`config.mk`:
```
export PLATFORM = sky130hd
export DESIGN_NAME = rr_arb_slice
export DESIGN_NICKNAME = d
export VERILOG_FILES = /design/src/rtl/rr_arb_pkg.sv /design/src/rtl/reg_slice_forward.sv /design/src/rtl/rr_arb_slice.sv
export SDC_FILE = /design/constraint.sdc
export NUM_CORES = 1
export LEC_CHECK = 0
export ABC_CLOCK_PERIOD_IN_PS = 4510
export CORE_UTILIZATION = 40
export CTS_CLUSTER_SIZE = 8
export DETAILED_ROUTE_END_ITERATION = 8
export PLACE_DENSITY = 0.87
export SYNTH_ARGS = -nofsm -noshare
export SYNTH_HDL_FRONTEND = slang
export SYNTH_SLANG_ARGS = --single-unit
```
`constraint.sdc`:
```
create_clock -name clk -period 4.51 [get_ports clk]
set_input_delay 0.902 -clock clk [delete_from_list [all_inputs] [get_ports clk]]
set_output_delay 0.902 -clock clk [all_outputs]
set_load 0.01 [all_outputs]
```
`src/rtl/rr_arb_pkg.sv`:
```
// Shared helpers for the round-robin arbiter slice: source-index width and the
// rotating priority pick.
package rr_arb_pkg;

   localparam int MAX_REQ = 16;

   typedef struct packed {
      logic       vld;
      logic [3:0] idx;
   } pick_t;

   function automatic int src_w_f(input int n);
      return (n <= 1) ? 1 : $clog2(n);
   endfunction

   // First set bit at or after ptr, wrapping over the n live requesters.
   function automatic pick_t rr_pick(input logic [MAX_REQ-1:0] vec,
                                     input logic [3:0] ptr, input int n);
      pick_t p;
      int    idx;
      p = '0;
      for (int k = 0; k < MAX_REQ; k++) begin
         if (k < n) begin
            idx = (int'(ptr) + k) % n;
            if (!p.vld && vec[idx]) begin
               p.vld = 1'b1;
               p.idx = 4'(idx);
            end
         end
      end
      return p;
   endfunction

endpackage

```
`src/rtl/reg_slice_forward.sv`:
```
// Forward register slice: registered valid/data, ready passes through when the
// slot is empty or draining this cycle.
module reg_slice_forward #(
   parameter int W = 32
) (
   input  logic         clk,
   input  logic         rst_n,
   input  logic         s_vld,
   output logic         s_rdy,
   input  logic [W-1:0] s_data,
   output logic         m_vld,
   input  logic         m_rdy,
   output logic [W-1:0] m_data
);

   logic         vld_q, vld_d;
   logic [W-1:0] data_q, data_d;

   assign s_rdy  = !vld_q || m_rdy;
   assign m_vld  = vld_q;
   assign m_data = data_q;

   always_comb begin
      vld_d  = vld_q;
      data_d = data_q;
      if (s_vld && s_rdy) begin
         vld_d  = 1'b1;
         data_d = s_data;
      end else if (m_rdy) begin
         vld_d = 1'b0;
      end
   end

   always_ff @(posedge clk or negedge rst_n) begin
      if (!rst_n) begin
         vld_q  <= 1'b0;
         data_q <= '0;
      end else begin
         vld_q  <= vld_d;
         data_q <= data_d;
      end
   end

endmodule

```
`src/rtl/rr_arb_slice.sv`:
```
// Packet-aware round-robin arbiter: once a requester starts a packet it holds
// the grant until its last beat is accepted, then priority rotates past it.
module rr_arb_slice
   import rr_arb_pkg::*;
#(
   parameter  int NUM_REQ   = 4,
   parameter  int PLD_WIDTH = 32,
   localparam int SRC_W     = src_w_f(NUM_REQ)
) (
   input  logic                         clk,
   input  logic                         rst_n,
   input  logic [NUM_REQ-1:0]           s_vld,
   output logic [NUM_REQ-1:0]           s_rdy,
   input  logic [NUM_REQ*PLD_WIDTH-1:0] s_pld,
   input  logic [NUM_REQ-1:0]           s_last,
   output logic                         m_vld,
   input  logic                         m_rdy,
   output logic [PLD_WIDTH-1:0]         m_pld,
   output logic [SRC_W-1:0]             m_src,
   output logic                         m_last
);

   localparam int SLICE_W = PLD_WIDTH + SRC_W + 1;

   logic [SRC_W-1:0]     ptr_q, ptr_d;
   logic                 locked_q, locked_d;
   logic [SRC_W-1:0]     lock_src_q, lock_src_d;
   logic [MAX_REQ-1:0]   vec;
   pick_t                pick;
   logic [SRC_W-1:0]     grant;
   logic                 grant_valid;
   logic                 slot_free;
   logic                 accept;
   logic [SLICE_W-1:0]   slice_in, slice_out;

   always_comb begin
      vec = '0;
      vec[NUM_REQ-1:0] = s_vld;
      pick = rr_pick(vec, 4'(ptr_q), NUM_REQ);
      if (locked_q) begin
         grant       = lock_src_q;
         grant_valid = s_vld[lock_src_q];
      end else begin
         grant       = SRC_W'(pick.idx);
         grant_valid = pick.vld;
      end
   end

   for (genvar i = 0; i < NUM_REQ; i++) begin : g_rdy
      assign s_rdy[i] = grant_valid && slot_free && (int'(grant) == i);
   end

   assign accept   = grant_valid && slot_free;
   assign slice_in = {s_last[grant], grant, s_pld[int'(grant)*PLD_WIDTH +: PLD_WIDTH]};

   always_comb begin
      ptr_d      = ptr_q;
      locked_d   = locked_q;
      lock_src_d = lock_src_q;
      if (accept) begin
         if (s_last[grant]) begin
            locked_d = 1'b0;
            ptr_d    = SRC_W'((int'(grant) + 1) % NUM_REQ);
         end else begin
            locked_d   = 1'b1;
            lock_src_d = grant;
         end
      end
   end

   always_ff @(posedge clk or negedge rst_n) begin
      if (!rst_n) begin
         ptr_q      <= '0;
         locked_q   <= 1'b0;
         lock_src_q <= '0;
      end else begin
         ptr_q      <= ptr_d;
         locked_q   <= locked_d;
         lock_src_q <= lock_src_d;
      end
   end

   reg_slice_forward #(.W(SLICE_W)) u_out (
      .clk    (clk),
      .rst_n  (rst_n),
      .s_vld  (grant_valid),
      .s_rdy  (slot_free),
      .s_data (slice_in),
      .m_vld  (m_vld),
      .m_rdy  (m_rdy),
      .m_data (slice_out)
   );

   assign {m_last, m_src, m_pld} = slice_out;

endmodule

```
=== Word-level counts from Yosys, hierarchy flattened ===
Index checks and enable logic that the tools add are counted.

* Register bits after elaboration: 41
* Input bits: 139
* Output and inout port bits: 40
* Word-level logic and storage cells: 67

* Add/sub/neg operators: 4
* $lt $le $gt $ge: 6
* Equal/unequal tests: 3
* Shifts and indexed selects: 1
* Muxes and demuxes: 24
* Bitwise gates (word level): 4
* Reductions and logical operators: 20

{| class="wikitable"
|+ Operators by type and width
! operator !! count
|-
| variable part select 128 x 8 -> 32 bit || 1
|-
| 2-to-1 mux 5 bit || 4
|-
| less-than comparator 3 x 6 -> 1 bit, second input constant || 3
|-
| 2-to-1 mux 1 bit || 13
|-
| binary-select mux 1 bit (select 3 bit) || 3
|-
| logical AND 1 bit || 8
|-
| binary-select mux 1 bit (select 2 bit) || 3
|-
| less-than comparator 2 x 3 -> 1 bit, second input constant || 2
|-
| OR reduction 2 bit || 3
|-
| less-than comparator 2 x 5 -> 1 bit, second input constant || 1
|-
| adder 2 x 1 -> 2 bit, second input constant || 2
|-
| adder 2 bit, second input constant || 2
|-
| == test 2 bit, second input constant || 2
|-
| zero test 1 bit || 4
|-
| AND reduction 2 bit || 2
|-
| bitwise AND 1 bit, first input constant || 3
|-
| == test 2 x 1 -> 1 bit, second input constant || 1
|-
| zero test 2 bit || 1
|-
| 2-to-1 mux 2 bit || 1
|-
| nonzero test 2 bit || 1
|-
| logical OR 1 bit || 1
|-
| NOT 1 bit || 1
|}

=== Depth between registers and ports, before layout ===
* Depth in word-level cells: 19
* Mapped depth: 9
* Mapped depth without buffers: 6

=== Hierarchy ===
A second synthesis with hierarchy kept.

* Cell total of the unflattened synthesis: 254
* Area total of the unflattened synthesis: 3218.1 um2

{| class="wikitable"
|+ Modules (own cells, without submodules)
! module !! instances !! cells an instance !! area an instance (um2) !! seq. area each (um2)
|-
| rr_arb_slice || 1 || 177 || 1745.4 || 125.1
|-
| reg_slice_forward || 1 || 77 || 1472.7 || 900.9
|}

=== Worst setup path before layout ===
Ideal clock, no wire load.

* Kind: in2out
* Start: input s_vld[2]
* End: output s_rdy[2]
* Arrival: 2.131 ns
* Required time: 3.608 ns
* Slack: 1.477 ns
* Stages: 6
* Buffers on the path: 1
* Cells stage by stage: or3_1 -> or3_1 -> and3_1 -> buf_6 -> nand2b_1 -> nor2_1

* Word-level cells in the longest chain between the ends: 15

{| class="wikitable"
|+ RTL lines
! item !! line !! source
|-
| start: declaration || rr_arb_slice.sv:12 || <nowiki>input logic [NUM_REQ-1:0] s_vld,</nowiki>
|-
| binary-select mux 1 bit (select 2 bit) || rr_arb_pkg.sv:25 || <nowiki>if (!p.vld && vec[idx]) begin</nowiki>
|-
| 2-to-1 mux 1 bit (implied by the code) || rr_arb_pkg.sv:25 ||
|-
| 2-to-1 mux 5 bit || rr_arb_pkg.sv:25 ||
|-
| zero test 1 bit || rr_arb_pkg.sv:25 ||
|-
| logical AND 1 bit || rr_arb_pkg.sv:25 ||
|-
| 2-to-1 mux 5 bit || rr_arb_pkg.sv:25 ||
|-
| zero test 1 bit || rr_arb_pkg.sv:25 ||
|-
| logical AND 1 bit || rr_arb_pkg.sv:25 ||
|-
| 2-to-1 mux 5 bit || rr_arb_pkg.sv:25 ||
|-
| zero test 1 bit || rr_arb_pkg.sv:25 ||
|-
| logical AND 1 bit || rr_arb_pkg.sv:25 ||
|-
| 2-to-1 mux 5 bit || rr_arb_pkg.sv:25 ||
|-
| 2-to-1 mux 2 bit or 2-to-1 mux 1 bit (tied branches) || rr_arb_slice.sv:40 || <nowiki>if (locked_q) begin</nowiki>
|-
| == test 2 bit or logical AND 1 bit (tied branches) || rr_arb_slice.sv:50 || <nowiki>assign s_rdy[i] = grant_valid && slot_free && (int'(grant) == i);</nowiki>
|-
| logical AND 1 bit * || rr_arb_slice.sv:50 ||
|-
| end: declaration || rr_arb_slice.sv:13 || <nowiki>output logic [NUM_REQ-1:0] s_rdy,</nowiki>
|}

Every way passes the cells marked *; elsewhere a longest branch is shown, timed or not. The select of a mux whose other input is x is not followed.

=== Worst setup path in the final report ===
Ends and elaborated chain as after synthesis.

==> results.tsv <==
stage	metric	value	unit
status	status	finished, final reports clean	
clocking	ctsHtreeMaxLevel	2	
logic_synthesis	yosys_most_used_dff	dfrtp_1	
power_and_ir_drop	switching_share	40.6	%
die	die_w	85.9	um
critical_path	crit_path_top_delay_cell	clkdlybuf4s50_1	
layout	ff_latch_area	1030	um2
logic_synthesis	syn-cell-area	2820	um2
clocking	post_cts_buffers	0	
logic_synthesis	synth-async-reset-ratio	100	%
logic_synthesis	synthTopCellsByCount	mux2i_1, dfrtp_1, a2bb2oi_2, o21ai_1, nand2_1	
critical_path	crit_arrival	3290	ps
layout	num-fill-cells	541	
logic_synthesis	synthCells	249	
power_and_ir_drop	comb_power_share	69.1	%
logic_synthesis	synthTopCellsByArea	dfrtp_1, mux2i_1, a2bb2oi_2, o21ai_1, nand2_1	
timing	rsz0062_at_grt	no	
timing	fmax	239	MHz
clocking	numCtsBuffers	5	
timing	worst_pin_slew	936	ps
layout	antenna_cells	0	
clocking	cts-resized-gates	0	
clocking	cts_buffer_depth	2	
clocking	clk_latency	280	ps
run	cap_violations	0	
power_and_ir_drop	power_density	637	nW/um2
layout	drive_gt1_share	12.2	%
timing	fin_crit_sh	92.9	%
power_and_ir_drop	p_leak	0.00207	uW
clocking	root_buffer	clkbuf_8	
logic_synthesis	synth_top_area_share	36.4	%
critical_path	crit_path_start_kind	primary input	
critical_path	critPathMaxFanout	7	
power_and_ir_drop	switching_power	1220	uW
die	core_region_area	6790	um2
layout	final_area	4700	um2
clocking	clkSinkCount	41	
logic_synthesis	ys_seq_elements	41	
routing	vias	2659	
routing	post_drt_wl_per_cell	16.1	um
timing	hold_viol_final	0	
logic_synthesis	synth_most_common_cell	mux2i_1	
critical_path	cp_top_family	simple AND/OR/NAND/NOR gates	
die	die_area	7380	um2
timing	slew_violations	0	
timing	finalSetupViolations	0	
timing	finalClockSkew	4.83	ps
routing	drt_wl_total	8270	um
die	initial_core_util	41.4	%
grt	grt_max_degree	42	
placed_design	dp.final_hpwl	6510	um
logic_synthesis	post_synth.cell_area_avg	11.3	um2
placed_design	gp_congestion	0.757	
critical_path	path_cells	clkdlybuf4s50_1 -> or3_1 -> or3_1 -> and3_1 -> nand2b_1 -> nor2_1 -> clkdlybuf4s50_1	
routing	ant_nets	0	
grt	grt_pass1_vias	2692	
die	dieHeight	85.9	um
routing	drt_pass1_iterations	4	
logic_synthesis	synth_edf_count	0	
power_and_ir_drop	sequentialPowerShare	23.2	%
grt	antenna_found_initial	0	
grt	gr-total-overflow	0	
timing	relSlewSlack	37.6	%
logic_synthesis	yosysUniqueCellTypes	33	
critical_path	crit_required	3610	ps
hold_path	hold_class	reg -> reg	
power_and_ir_drop	power_frac_clock	7.7	%
logic_synthesis	ys_seq_area_share	36.4	%
placed_design	placedInstanceArea	4620	um2
placed_design	portBuffers	178	
routing	drc	0	
routing	initialDrtViolationCount	98	
clocking	tritoncts	built	
routing	avgViaCountPerCell	5.16	
layout	area_growth	67.1	%
logic_synthesis	syn_nets	388	
timing	min_period	4190	ps
power_and_ir_drop	p_int	1780	uW
logic_synthesis	yosysWarnings	0	
critical_path	max_stage_delay	500	ps
grt	grt.total_usage	22.3	%
timing	tns	0	ps
layout	multi_input_area	1650	um2
clocking	ctsHoldBuffers	0	
clocking	clkTransAtPathRegs	80	ps
critical_path	timing.critical_path.buf_inv	2	
die	rows	30	
critical_path	critical_path.endpoint_type	output pin	
layout	nets	557	
critical_path	path_class	in -> out	
die	ios	179	
power_and_ir_drop	vdd_drop_max	342	uV
logic_synthesis	synth.largest_area_cell	dfrtp_1	
grt	grt_pass1_wl	13100	um
cells by family after synthesis:
logic type      after synthesis  share of synthesized area, %
compound gates               84                          27.3
buf+inv                      23                          5.64
flops                        41                          36.4
mux                          68                          24.6
simple gates                 33                          6.00
layout make-up:
| class | count | share of cell area, % |
|---|---|---|
| clock buffer | 6 | 1.54 |
| clock inverter | 2 | 0.213 |
| inverter | 2 | 0.160 |
| multi-input combinational | 185 | 35.1 |
| sequential | 41 | 21.8 |
| tap | 96 | 2.55 |
| timing repair buffer | 183 | 38.6 |
layer usage:
metal | share of wire (%) | track usage [%] | vias up
met5 | 0 | 0 | -
met4 | 1.1 | 4.70 | 0
met1 | 40 | 25.1 | 1261
met2 | 53 | 42.6 | 113
li1 | - | - | 1277
met3 | 6.0 | 5.10 | 8
power groups by stage:
| stage | Combinational, uW | Clock, uW | Sequential, uW |
|---|---|---|---|
| finish | 2070 | 231 | 695 |
| global route | 2220 | 261 | 717 |
| CTS | 2090 | 241 | 697 |
| detailed placement | 2090 | 0 | 701 |
| global placement | 2040 | 0 | 690 |
| floorplan | 1400 | 0 | 748 |
stage by stage:
| stage | setup WS (ps) | instances | hold slack [ps] | power, uW | util (%) |
|---|---|---|---|---|---|
| 2_1_floorplan | 1480 | 249 | 515 | 2150 | - |
| 3_3_place_gp | 401 | 507 | 461 | 2730 | 68.0 |
| 3_5_place_dp | 340 | 507 | 469 | 2790 | 68.0 |
| 4_1_cts | 335 | 515 | 493 | 3030 | 69.2 |
| 5_1_grt | 232 | 515 | 508 | 3200 | 69.2 |
| 6_report | 320 | 515 | 483 | 2990 | 69.2 |
cells in the final DEF (no fill, tap or decap), drive strengths merged:
master         netlist  final
clkdlybuf4s50        0    177
mux2i               67     67
dfrtp               41     41
o21ai               34     34
a2bb2oi             32     32
nand2               17     17
a21oi                6      6
clkbuf               3      6
buf                 18      6
nor2                 5      5
nand2b               5      5
nand3                3      3
inv                  2      2
a21o                 2      2
or3                  2      2
o211ai               2      2
clkinv               0      2
a221o                1      1
o221ai               1      1
mux4                 1      1
and3                 1      1
o21a                 1      1
a21bo                1      1
a31oi                1      1
a221oi               1      1
o22ai                1      1
o22a                 1      1
sequential cells by signal, summed over array words and instances, names as in the netlist:
register / flops
locked_q: 1
u_out.m_vld: 1
ptr_q: 2
lock_src_q: 2
u_out.m_data: 35
final timing paths:
path                                               from                      endpoint  slack, ps  depth (start not counted)
hold reg to reg            u_out.m_data[34]$_DFFE_PN0P_  u_out.m_data[34]$_DFFE_PN0P_        480                          1
setup / recovery                               s_vld[2]                      s_rdy[2]        320                          7
setup reg to reg                   locked_q$_DFFE_PN0P_   u_out.m_data[9]$_DFFE_PN0P_       2050                          6
max in group asynchronous                         rst_n  u_out.m_data[18]$_DFFE_PN0P_       3170                          1
min in group asynchronous                         rst_n   u_out.m_data[1]$_DFFE_PN0P_        760                          1
hold / removal             u_out.m_data[34]$_DFFE_PN0P_  u_out.m_data[34]$_DFFE_PN0P_        480                          1
(Power assumes the default switching activity.)
==> RTL change 1: new RTL, same flow settings <==
Set the parameter `NUM_REQ` to 3 (it was 4).
--- a/src/rtl/rr_arb_slice.sv
+++ b/src/rtl/rr_arb_slice.sv
@@ -5,3 +5,3 @@
 #(
-   parameter  int NUM_REQ   = 4,
+   parameter  int NUM_REQ   = 3,
    parameter  int PLD_WIDTH = 32,
Ports: changed (resized s_last, s_pld, s_rdy and s_vld); port bits go from 179 to 144. No check against the original RTL was run, so the function may have changed too.
==> RTL change 1 against the unedited design <==
  * The run now ends with DRC left
  * Worst setup slack worse by 0.080 ns
  * Sequential power is 3.0% lower
  * Total power is 1.7% lower
  * Combinational power is 5% lower
  * First-iteration DRC count is 150% higher
  * Synthesized cell count is 12% higher
  * Global-route usage is 0.84 points higher
  * Sequential cell count stayed put
  * Sequential share of layout area is 2.4 points higher
  * Design area is 9.9% lower
  * Wire length is 3.5% lower
  * Synthesized area is 4.8% lower
  * Non-clock buffer count is 32 lower
  * Highest routed layer unchanged
==> RTL change 1: results (changes against the unedited design) <==
| Metric | Value |
|---|---|
| Final #Nets | 527 (was 557) |
| Maximum vdd ir drop | 0.322 mV (was 0.342 mV) |
| Mapped Nets | 393 (was 388) |
| Hold Path Sink | u_out.m_data[6]$_DFFE_PN0P_ (was u_out.m_data[34]$_DFFE_PN0P_) |
| Buffers on Ports | 143 (was 178) |
| Area of the multi-input gates | 1480 sq um (was 1650 sq um) |
| Fillcell total | 537 (was 541) |
| Reg-to-Reg Start | ptr_q[0]$_DFFE_PN0P_ (was locked_q$_DFFE_PN0P_) |
| Global-route usage over all layers | 0.232 (was 0.223) |
| Worst hold stages | 2 (was 1) |
| GR met3 Demand/Resource | 0.0613 (was 0.0510) |
| Commonest cells post-synth | 41 x dfrtp_1, 41 x nand2_1, 36 x mux2i_1, 33 x o211ai_1, 21 x nand4_1 (was 67 x mux2i_1, 41 x dfrtp_1, 29 x a2bb2oi_2, 29 x o21ai_1, 14 x nand2_1) |
| DRC Markers | 18 (was 0) |
| Total routed wirelength | 7980 um (was 8270 um) |
| Non-clk buf share | 0.354 (was 0.386) |
| Reg2reg path depth | 11 (was 6) |
| Dpl hpwl | 6010 um (was 6510 um) |
| Pre-CTS setup slack | 0.265 ns (was 0.340 ns) |
| Hold_sp | u_out.m_data[6]$_DFFE_PN0P_ (was u_out.m_data[34]$_DFFE_PN0P_) |
| Seq. pwr | 0.674 mW (was 0.695 mW) |
| Layout cell share with drive strength beyond 1 | 0.0530 (was 0.122) |
| Met1 WL | 3210 um (was 3270 um) |
| Mux contribution to synthesized area | 0.148 (was 0.246) |
| Register area share after synthesis | 0.383 (was 0.364) |
| Routability cong. | 0.892 (was 0.757) |
| Met3 Wirelength | 721 um (was 496 um) |
| P_leak | 1.86 nW (was 2.07 nW) |
| Pint | 1.66 mW (was 1.78 mW) |
| Worst slew pin tran | 0.921 ns (was 0.936 ns) |
| Count of different cell masters after synthesis | 44 (was 33) |
| Synth Area in Adders | 0.0373 (was 0) |
| First-iteration detailed-routing DRC count | 242 (was 98) |
| Status | complete, but fails checks (was finished, final reports clean) |
| Failing checks | DRC |
| Clock buffer cells | 7 (was 6) |
| Fin crit share | 0.947 (was 0.929) |
| Worst Path Arrival | 3.37 ns (was 3.29 ns) |
## RTL change 1: cell types whose count changed in the layout (fill, tap and decap cells not counted), moves of 8 or more
| cell | change |
|---|---|
| a2bb2oi_2 | -29 |
| clkdlybuf4s50_1 | -35 |
| ha_1 | +8 |
| mux2i_1 | -31 |
| nand2_1 | +27 |
| nand3_1 | +12 |
| nand4_1 | +21 |
| nor2_1 | +8 |
| o211ai_1 | +31 |
| o21ai_1 | -28 |
## RTL change 1: stage by stage
stage / instances / hold WS, ns / area, sq um / power [mW] / utilization
after floorplan: 280 / 0.531 / 2680 / 1.96 / -
after global placement: 484 / 0.479 / 4120 / 2.60 / 0.642
after detailed placement: 484 / 0.485 / 4120 / 2.66 / 0.642
after CTS: 492 / 0.503 / 4240 / 2.96 / 0.660
after global routing: 492 / 0.523 / 4240 / 3.17 / 0.660
final: 492 / 0.497 / 4240 / 2.94 / 0.660
==> RTL change 2: new RTL, same settings <==
Without the edit above. Take the reset off `lock_src_q` and load it in a clocked block of its own.
--- a/src/rtl/rr_arb_slice.sv
+++ b/src/rtl/rr_arb_slice.sv
@@ -74,3 +74,2 @@
          locked_q   <= 1'b0;
-         lock_src_q <= '0;
       end else begin
@@ -78,4 +77,7 @@
          locked_q   <= locked_d;
-         lock_src_q <= lock_src_d;
       end
+   end
+
+   always_ff @(posedge clk) begin
+      lock_src_q <= lock_src_d;
    end
Function: same outputs for any inputs over 4 cycles, from zero or initial values and one cycle with rst_n low; that may be too few to reach the edited logic, so the function may still have changed.
==> RTL change 2 against the unedited design <==
  * Critical path depth rose by 1
  * Sequential cell count did not move
  * Clock power barely moved
  * Worst hold slack improved by 0.026 ns
  * Design area rose by 1.3%
  * Total power fell by 3.0%
  * Wire length fell by 4.6%
  * Worst setup slack improved by 0.17 ns
  * Sequential share of layout area fell by 0.076 points
  * Non-clock buffer count did not move
  * Synthesized area rose by 2.3%
  * Critical endpoint is now s_rdy[0]
  * Largest cell class unchanged
==> RTL change 2: results (changes against the unedited design) <==
| Metric | Value |
|---|---|
| Vias in the first global route | 2728 (was 2692) |
| Placed cell area | 4690 sq um (was 4620 sq um) |
| Crit Path Max Fanout | 6 (was 7) |
| Maximum vdd ir drop | 0.350 mV (was 0.342 mV) |
| CTS root buffer | clkbuf_8 (unchanged) |
| Setup-failing EPs final | 0 (unchanged) |
| Antenna cells | 0 (unchanged) |
| DRT Pass-1 Iters | 4 (unchanged) |
| Skew-Pair Late Insertion Delay | 0.28 ns (about the same) |
| Final #Nets | 556 (was 557) |
| Crit-path slowest cell | clkdlybuf4s50_1 (unchanged) |
| Largest net degree at the start of global routing | 43 (was 42) |
| Most common cell after layout, fill and taps aside | clkdlybuf4s50_1 (unchanged) |
| Clock Tree Buf Depth | 2 (unchanged) |
| Dpl hpwl | 6270 um (was 6510 um) |
| First-iteration detailed-routing DRC count | 63 (was 98) |
| Global-route usage over all layers | 0.214 (was 0.223) |
| Fillcell total | 542 (was 541) |
| Post-synth EDFFs | 2 (was 0) |
| Largest stage delay, worst path | 0.54 ns (was 0.50 ns) |
| Mapped Nets | 381 (was 388) |
| Pre-CTS setup slack | 0.497 ns (was 0.340 ns) |
| P_leak | 2.08 nW (was 2.07 nW) |
| Leading post-synthesis cells by cell area | mux2i_1 35%, dfrtp_1 34%, mux2_2 13%, edfxtp_1 2.1%, buf_4 1.6% (was dfrtp_1 36%, mux2i_1 24%, a2bb2oi_2 15%, o21ai_1 5.2%, nand2_1 1.9%) |
| Count of different cell masters after synthesis | 38 (was 33) |
| Ys async rst share | 0.951 (was 1.00) |
| Wire per inst | 15.4 um (was 16.1 um) |
| Worst slew pin tran | 0.895 ns (was 0.936 ns) |
| Layout cell share with drive strength beyond 1 | 0.117 (was 0.122) |
| Synth warn | 0 (unchanged) |
| Mapped Avg Cell Area | 11.9 sq um (was 11.3 sq um) |
| Design Area, Final | 4770 sq um (was 4700 sq um) |
| Final Skew | 0.00640 ns (was 0.00483 ns) |
| Reg-to-Reg Start | ptr_q[1]$_DFFE_PN0P_ (was locked_q$_DFFE_PN0P_) |
| Register area share after synthesis | 0.360 (was 0.364) |
| Psw | 1.10 mW (was 1.22 mW) |
| Sequential share of power | 0.238 (was 0.232) |
| Routability cong. | 0.745 (was 0.757) |
| First-pass GRT wire length | 12400 um (was 13100 um) |
| Initial antenna violation count | 0 (unchanged) |
| Hold_sp | u_out.m_data[33]$_DFFE_PN0P_ (was u_out.m_data[34]$_DFFE_PN0P_) |
| Status | finished, final reports clean (unchanged) |
| Clock power share | 0.079 (was 0.077) |
| Final cell count without fillers | 514 (was 515) |
| Worst Path Arrival | 3.12 ns (was 3.29 ns) |
| Clock transition at path regs | 0.08 ns (about the same) |
| Commonest cells post-synth | 100 x mux2i_1, 39 x dfrtp_1, 32 x mux2_2, 10 x inv_1, 9 x nor2_1 (was 67 x mux2i_1, 41 x dfrtp_1, 29 x a2bb2oi_2, 29 x o21ai_1, 14 x nand2_1) |
| Vias per inst | 5.04 (was 5.16) |
| Num CTS Buffers | 5 (unchanged) |
| Crit. Startpoint | s_vld[1] (was s_vld[2]) |
[RTL change 2: changes by cell type after synthesis, sizes merged, moves of 4 or more]
cell,delta
a21oi,-4
a2bb2oi,-32
buf,-7
inv,+8
mux2,+32
mux2i,+33
nand2,-12
nand2b,-4
nor2,+4
o21ai,-28
[RTL change 2: path summary, 6_finish.rpt]
check / to / slack, ns / cells after the start
max: s_rdy[0] / 0.49 / 8
min: u_out.m_data[33]$_DFFE_PN0P_ / 0.51 / 1
max reg2reg: lock_src_q[1]$_DFFE_PP_ / 1.96 / 8
min reg2reg: u_out.m_data[33]$_DFFE_PN0P_ / 0.51 / 1
max in group asynchronous: u_out.m_data[21]$_DFFE_PN0P_ / 3.21 / 1
min in group asynchronous: u_out.m_data[30]$_DFFE_PN0P_ / 0.73 / 1
[RTL change 2: critical path: cells and delay by family]
| family | cells | cell delay [ns] |
|---|---|---|
| buffers and inverters | 2 | 1.08 |
| AOI/OAI and AO/OA | 3 | 0.65 |
| and+or+nand+nor | 3 | 0.49 |
[RTL change 2: logic make-up (layout without fill, tap and decap cells)]
group / after synthesis / in the layout / synth area share
AND/OR/NAND/NOR: 22 / 22 / 0.0378
multiplexers: 133 / 133 / 0.480
buffers and inverters: 25 / 201 / 0.0604
flip-flops: 41 / 41 / 0.360
AO/OA/AOI/OAI: 21 / 21 / 0.0617
[RTL change 2: final cells by class]
cell class,instances,share of cell area
flip-flops and latches,41,0.217
multi-input cells,176,0.352
inverters,10,0.00788
well taps,96,0.0252
clock buffers,8,0.0168
repair buffers,183,0.381
[RTL change 2: routing by layer]
metal  up-vias  part of all wire  track usage
li1       1238                 -            -
met1      1224              0.37        0.226
met2       116              0.53        0.396
met3        14             0.074       0.0673
met4         0             0.022       0.0773
met5         -                 0            0
